$ cat src/rtl/alu_pkg.sv
// Shared ALU definitions: operand width, op encoding, MUL/DIV
// sequencer states and the divide-by-zero quotient.
package alu_pkg;

  localparam int WIDTH = 32;
  localparam int CNT_W = 6;

  localparam logic [WIDTH-1:0] DIVZ_QUOT = 32'hFFFF_FFFF;
  localparam logic [CNT_W-1:0] CNT_LAST = CNT_W'(WIDTH - 1);

  typedef enum logic {
    OP_MUL = 1'b0,
    OP_DIV = 1'b1
  } op_e;

  typedef enum logic [2:0] {
    S_IDLE,
    S_NEG_A,
    S_NEG_B,
    S_ITER,
    S_FIX_Q,
    S_FIX_R,
    S_DONE
  } state_e;

  function automatic logic maj3(
    input logic a,
    input logic b,
    input logic c
  );
    return (a & b) | (a & c) | (b & c);
  endfunction

endpackage

$ cat src/rtl/mul_div_sequencer.sv
// Booth radix-2 multiply / restoring signed divide, time-sharing
// the ALU adder through add_x/add_y/add_sub and add_s.
module mul_div_sequencer
  import alu_pkg::*;
(
  input  logic             clk,
  input  logic             rst,
  input  logic             start,
  input  logic             op,
  input  logic [WIDTH-1:0] operand_a,
  input  logic [WIDTH-1:0] operand_b,
  output logic             busy,
  output logic             done,
  output logic             div_by_zero,
  output logic [WIDTH-1:0] hi,
  output logic [WIDTH-1:0] lo,
  output logic [WIDTH-1:0] add_x,
  output logic [WIDTH-1:0] add_y,
  output logic             add_sub,
  input  logic [WIDTH-1:0] add_s
);

  localparam int MSB = WIDTH - 1;

  state_e           state_q, state_d;
  logic [WIDTH-1:0] a_q, a_d;
  logic [WIDTH-1:0] q_q, q_d;
  logic [WIDTH-1:0] m_q, m_d;
  logic [WIDTH-1:0] hi_q, hi_d;
  logic [WIDTH-1:0] lo_q, lo_d;
  logic [CNT_W-1:0] cnt_q, cnt_d;
  logic             q1_q, q1_d;
  logic             sa_q, sa_d;
  logic             sb_q, sb_d;
  logic             dz_q, dz_d;
  logic             div_q, div_d;

  logic [WIDTH-1:0] y_eff;
  logic             ovf;
  logic             shin;
  logic             nb;

  // Adder drive depends on state registers only, never on add_s.
  always_comb begin
    add_x   = '0;
    add_y   = '0;
    add_sub = 1'b0;
    unique case (state_q)
      S_NEG_A: begin
        add_y   = q_q;
        add_sub = 1'b1;
      end
      S_NEG_B: begin
        add_y   = m_q;
        add_sub = 1'b1;
      end
      S_ITER: begin
        if (div_q) begin
          add_x   = {a_q[MSB-1:0], q_q[MSB]};
          add_y   = m_q;
          add_sub = 1'b1;
        end else begin
          add_x = a_q;
          unique case ({q_q[0], q1_q})
            2'b01: add_y = m_q;
            2'b10: begin
              add_y   = m_q;
              add_sub = 1'b1;
            end
            default: ;
          endcase
        end
      end
      S_FIX_Q: begin
        add_y   = q_q;
        add_sub = 1'b1;
      end
      S_FIX_R: begin
        add_y   = a_q;
        add_sub = 1'b1;
      end
      default: ;
    endcase
  end

  assign y_eff = add_sub ? ~add_y : add_y;
  assign ovf   = (add_x[MSB] == y_eff[MSB])
              && (add_s[MSB] != add_x[MSB]);
  assign shin  = add_s[MSB] ^ ovf;
  // Carry out of bit MSB: partial remainder >= |b|.
  assign nb    = maj3(add_x[MSB], y_eff[MSB],
                      add_s[MSB] ^ add_x[MSB] ^ y_eff[MSB]);

  always_comb begin
    state_d = state_q;
    a_d     = a_q;
    q_d     = q_q;
    m_d     = m_q;
    hi_d    = hi_q;
    lo_d    = lo_q;
    cnt_d   = cnt_q;
    q1_d    = q1_q;
    sa_d    = sa_q;
    sb_d    = sb_q;
    dz_d    = dz_q;
    div_d   = div_q;
    unique case (state_q)
      S_IDLE: begin
        if (start) begin
          a_d   = '0;
          q1_d  = 1'b0;
          cnt_d = '0;
          dz_d  = 1'b0;
          div_d = op;
          if (op == OP_MUL) begin
            q_d     = operand_b;
            m_d     = operand_a;
            state_d = S_ITER;
          end else if (operand_b == '0) begin
            hi_d    = operand_a;
            lo_d    = DIVZ_QUOT;
            dz_d    = 1'b1;
            state_d = S_DONE;
          end else begin
            q_d     = operand_a;
            m_d     = operand_b;
            state_d = S_NEG_A;
          end
        end
      end
      S_NEG_A: begin
        sa_d    = q_q[MSB];
        q_d     = q_q[MSB] ? add_s : q_q;
        state_d = S_NEG_B;
      end
      S_NEG_B: begin
        sb_d    = m_q[MSB];
        m_d     = m_q[MSB] ? add_s : m_q;
        state_d = S_ITER;
      end
      S_ITER: begin
        cnt_d = cnt_q + CNT_W'(1);
        if (div_q) begin
          a_d = nb ? add_s : add_x;
          q_d = {q_q[MSB-1:0], nb};
        end else begin
          a_d  = {shin, add_s[MSB:1]};
          q_d  = {add_s[0], q_q[MSB:1]};
          q1_d = q_q[0];
        end
        if (cnt_q == CNT_LAST) begin
          if (div_q) begin
            state_d = S_FIX_Q;
          end else begin
            hi_d    = a_d;
            lo_d    = q_d;
            state_d = S_DONE;
          end
        end
      end
      S_FIX_Q: begin
        lo_d    = (sa_q ^ sb_q) ? add_s : q_q;
        state_d = S_FIX_R;
      end
      S_FIX_R: begin
        hi_d    = sa_q ? add_s : a_q;
        state_d = S_DONE;
      end
      S_DONE: state_d = S_IDLE;
      default: state_d = S_IDLE;
    endcase
  end

  always_ff @(posedge clk) begin
    if (rst) begin
      state_q <= S_IDLE;
      a_q     <= '0;
      q_q     <= '0;
      m_q     <= '0;
      hi_q    <= '0;
      lo_q    <= '0;
      cnt_q   <= '0;
      q1_q    <= 1'b0;
      sa_q    <= 1'b0;
      sb_q    <= 1'b0;
      dz_q    <= 1'b0;
      div_q   <= 1'b0;
    end else begin
      state_q <= state_d;
      a_q     <= a_d;
      q_q     <= q_d;
      m_q     <= m_d;
      hi_q    <= hi_d;
      lo_q    <= lo_d;
      cnt_q   <= cnt_d;
      q1_q    <= q1_d;
      sa_q    <= sa_d;
      sb_q    <= sb_d;
      dz_q    <= dz_d;
      div_q   <= div_d;
    end
  end

  assign busy        = (state_q != S_IDLE);
  assign done        = (state_q == S_DONE);
  assign div_by_zero = dz_q;
  assign hi          = hi_q;
  assign lo          = lo_q;

endmodule

$ cat config.mk
export PLATFORM = sky130hd
export DESIGN_NAME = mul_div_sequencer
export DESIGN_NICKNAME = d
export VERILOG_FILES = /design/src/rtl/alu_pkg.sv /design/src/rtl/mul_div_sequencer.sv
export SDC_FILE = /design/constraint.sdc
export NUM_CORES = 1
export LEC_CHECK = 0
export CORE_ASPECT_RATIO = 0.9
export CORE_UTILIZATION = 48
export CTS_CLUSTER_SIZE = 8
export DETAILED_ROUTE_END_ITERATION = 16
export PLACE_DENSITY_LB_ADDON = 0.3
export SYNTH_ARGS = -nofsm -noshare
export SYNTH_HDL_FRONTEND = slang
export SYNTH_SLANG_ARGS = --single-unit
$ cat constraint.sdc
create_clock -name clk -period 2.4 [get_ports clk]
set_clock_uncertainty 0.1 [all_clocks]
set_input_delay 0.36 -clock clk [delete_from_list [all_inputs] [get_ports clk]]
set_output_delay 0.36 -clock clk [all_outputs]
set_load 0.02 [all_outputs]
==> results of run 1 <==
[routing by layer]
layer	GRT usage	vias to the layer above
met1	0.519	6618
met5	0	-
met4	0.171	0
met3	0.0917	185
met2	0.600	1185
li1	-	6109
[timing repair]
action | in CTS | in global routing
setup buffers | 2 | 3
cloned | 1 | 5
setup endpoints to repair | 194 | 148
resized for setup | 218 | 210
pin swaps | 8 | 18
[sequential cells by signal, summed over array words and instances, names as in the netlist]
register and flops:
q_q 32, m_q 32, state_q 3, div_by_zero 1, lo 32, q1_q 1, sb_q 1, sa_q 1
div_q 1, cnt_q 6, a_q 32, hi 32
[cell usage after synthesis (37+ instances only)]
| cell type | instances |
|---|---|
| nor2_1 | 85 |
| mux2i_1 | 128 |
| clkbuf_1 | 114 |
| a21oi_1 | 203 |
| mux2_2 | 68 |
| nand3_1 | 37 |
| nand2_1 | 145 |
| o21ai_0 | 69 |
| inv_1 | 40 |
| a221oi_1 | 95 |
| a22oi_1 | 64 |
| dfxtp_1 | 174 |
[final timing paths]
kind | depth (start not counted) | from | slack, ns | end
max | 8 | q1_q$_SDFFE_PP0P_ | -0.03 | add_y[25]
min | 2 | rst | 0.26 | div_by_zero$_SDFFE_PP0P_
max reg2reg | 7 | state_q[2]$_SDFFE_PP0P_ | 0.06 | hi[21]$_SDFFE_PP0P_
min reg2reg | 2 | lo[3]$_SDFFE_PP0P_ | 0.37 | lo[3]$_SDFFE_PP0P_
[kinds of logic (layout without fill, tap and decap cells)]
family / count (synthesis) / in the layout / share of synthesized area
AO/OA/AOI/OAI: 558 / 558 / 0.323
AND/OR/NAND/NOR: 339 / 339 / 0.130
buffers and inverters: 204 / 480 / 0.0720
multiplexers: 196 / 196 / 0.174
flip-flops: 174 / 174 / 0.297
adder cells (fa/ha/maj): 3 / 3 / 0.00320
XOR/XNOR: 1 / 1 / 0.000746
[layout make-up]
| type | count | area share |
|---|---|---|
| Clock buffer | 18 | 0.0266 |
| Sequential cell | 174 | 0.212 |
| Clock inverter | 14 | 0.00871 |
| Tap cell | 302 | 0.0229 |
| Inverter | 41 | 0.00931 |
| Timing Repair Buffer | 407 | 0.242 |
| Multi-Input combinational cell | 1097 | 0.479 |
[worst max-delay path: stages (launching register included)]
cell      delay (ns)
dfxtp_2         0.32
inv_2           0.05
ha_4            0.22
nand3b_1        0.17
and2_4          0.29
buf_6           0.17
nand2_2         0.08
nand2_2         0.10
buf_6           0.12
[power by group through the flow]
stage | Clock, mW | Sequential, mW | Combinational (mW)
global route | 2.95 | 3.48 | 3.99
finish | 2.83 | 3.46 | 3.81
global placement | 0 | 3.48 | 3.37
CTS | 2.83 | 3.43 | 3.45
floorplan | 0 | 3.48 | 1.90
detailed placement | 0 | 3.49 | 3.43
[through the flow]
stage	instances	setup TNS [ns]	hold slack (ns)
finish	2053	-0.0902	0.264
global route	2053	-1.48	0.253
CTS	2045	-0.00292	0.242
detailed placement	2011	-86.09	0.359
global placement	2011	-79.26	0.355
floorplan	1475	0	0.350
==> impl_metrics.toml, run 1 <==
[outcome]
status = "finished with violations"
violations = "setup timing"

[power_and_ir_drop]
comb_power_share = 0.377
p_seq_frac = 0.343
p_int_mw = 6.23
ir_worst_vdd_mv = 0.407
clock_power_share = 0.280
p_leak_nw = 5.91
fin_total_pwr_mw = 10.1
p_sw_frac = 0.383
power.switching_mw = 3.87
powerDensity_mw_per_mm2 = 611

[clock_tree]
path_clk_slew_ns = 0.08
cts_tree = "yes"
cts_root_buf = "clkbuf_16"
cts.sinks = 174
h-tree-depth = 4
max-clock-path-buffers = 2
holdBufCountCts = 0
worstSkewPairLatency_ns = 0.44
cts_buffers = 17

[setup_path]
cp-end-kind = "output port"
start_kind = "flip-flop"
crit_type = "flip-flop to output port"
cp.arrival_ns = 1.97
cp_max_fo = 6
required_ns = 1.94

[route]
ant_nets = 0
wl_mm = 50.8
firstDrtPassIters = 9
avgViaCountPerCell = 6.87
drt_iter0_drc = 1952
dr_wl_met3_mm = 6.53
drc_errors = 0
wl_met2_mm = 22.1
wl_per_cell_um = 24.7
vias = 14097
highest_layer = "met4"
drt-met1-wl_mm = 20.1

[finish]
areaGrowthSynthToFinish_pct = 40.7
multi_input_area_mm2 = 0.00791
nets = 1841
drive_gt1_frac = 0.276
finish.utilization = 0.698
mostFrequentLayoutCell = "a21oi_1"
layout_common_cells = "a21oi_1, dfxtp_1, buf_4"
num-fill-cells = 1906
num_antenna_cells = 0
seq_area_mm2 = 0.00350
design_area_mm2 = 0.0165

[global_routing]
grt_first_pass_wirelength_mm = 76.5
grt_max_degree = 70
antenna_found_initial = 0
grt_pass1_vias = 13301
grt_overflow_total = 0
grt.total_usage = 0.389

[run]
cap_violations = 0

[synth]
syn_inst = 1475
yosysTopAreaCell = "dfxtp_1"
synth_top_cell_area_share = 0.297
syn_area_per_cell_um2 = 7.96
synth-async-reset-ratio = 0
ys.flop_type = "dfxtp_1"
ys_types = 58
syn_nets = 1578
synth_edf_count = 0
synth-seq-cells = 174
ys_seq_area_frac = 0.297
syn_area_mm2 = 0.0117
synth_area_leaders = "dfxtp_1, mux2i_1, a21oi_1"
yosysWarnings = 0

[sta]
hold_violations = 0
rsz0062_at_grt = "yes"
period_needed_ns = 2.43
max_freq_mhz = 412
relSlewSlack = 0.626
slew_violations = 0
setup-violations-final = 8
worstMarginPinSlew_ns = 0.561
fin_ws_ns = -0.0294
min_period_over_period = 1.01

[floorplan]
start_util = 0.496
io_pins = 232
rows = 53
die_w_um = 167
die_h_um = 150
coreArea_mm2 = 0.0237
die_area_mm2 = 0.0251

[placement]
port_buffers = 231
gp_routability_congestion = 0.974
pre_cts_slack_ns = -0.808
dpl_cell_area_mm2 = 0.0153
dp_hpwl_mm = 34.4

[min_path]
min_path_type = "primary input to flip-flop"
Power figures use the tool's default switching activity.
==> run 2: changes to the inputs <==
--- a/config.mk
+++ b/config.mk
@@ -13,3 +13,4 @@
 export SYNTH_ARGS = -nofsm -noshare
 export SYNTH_HDL_FRONTEND = slang
 export SYNTH_SLANG_ARGS = --single-unit
+export TNS_END_PERCENT = 100
==> results of run 2 <==
No change in the layout: final DEF, timing and power equal those of run 1.
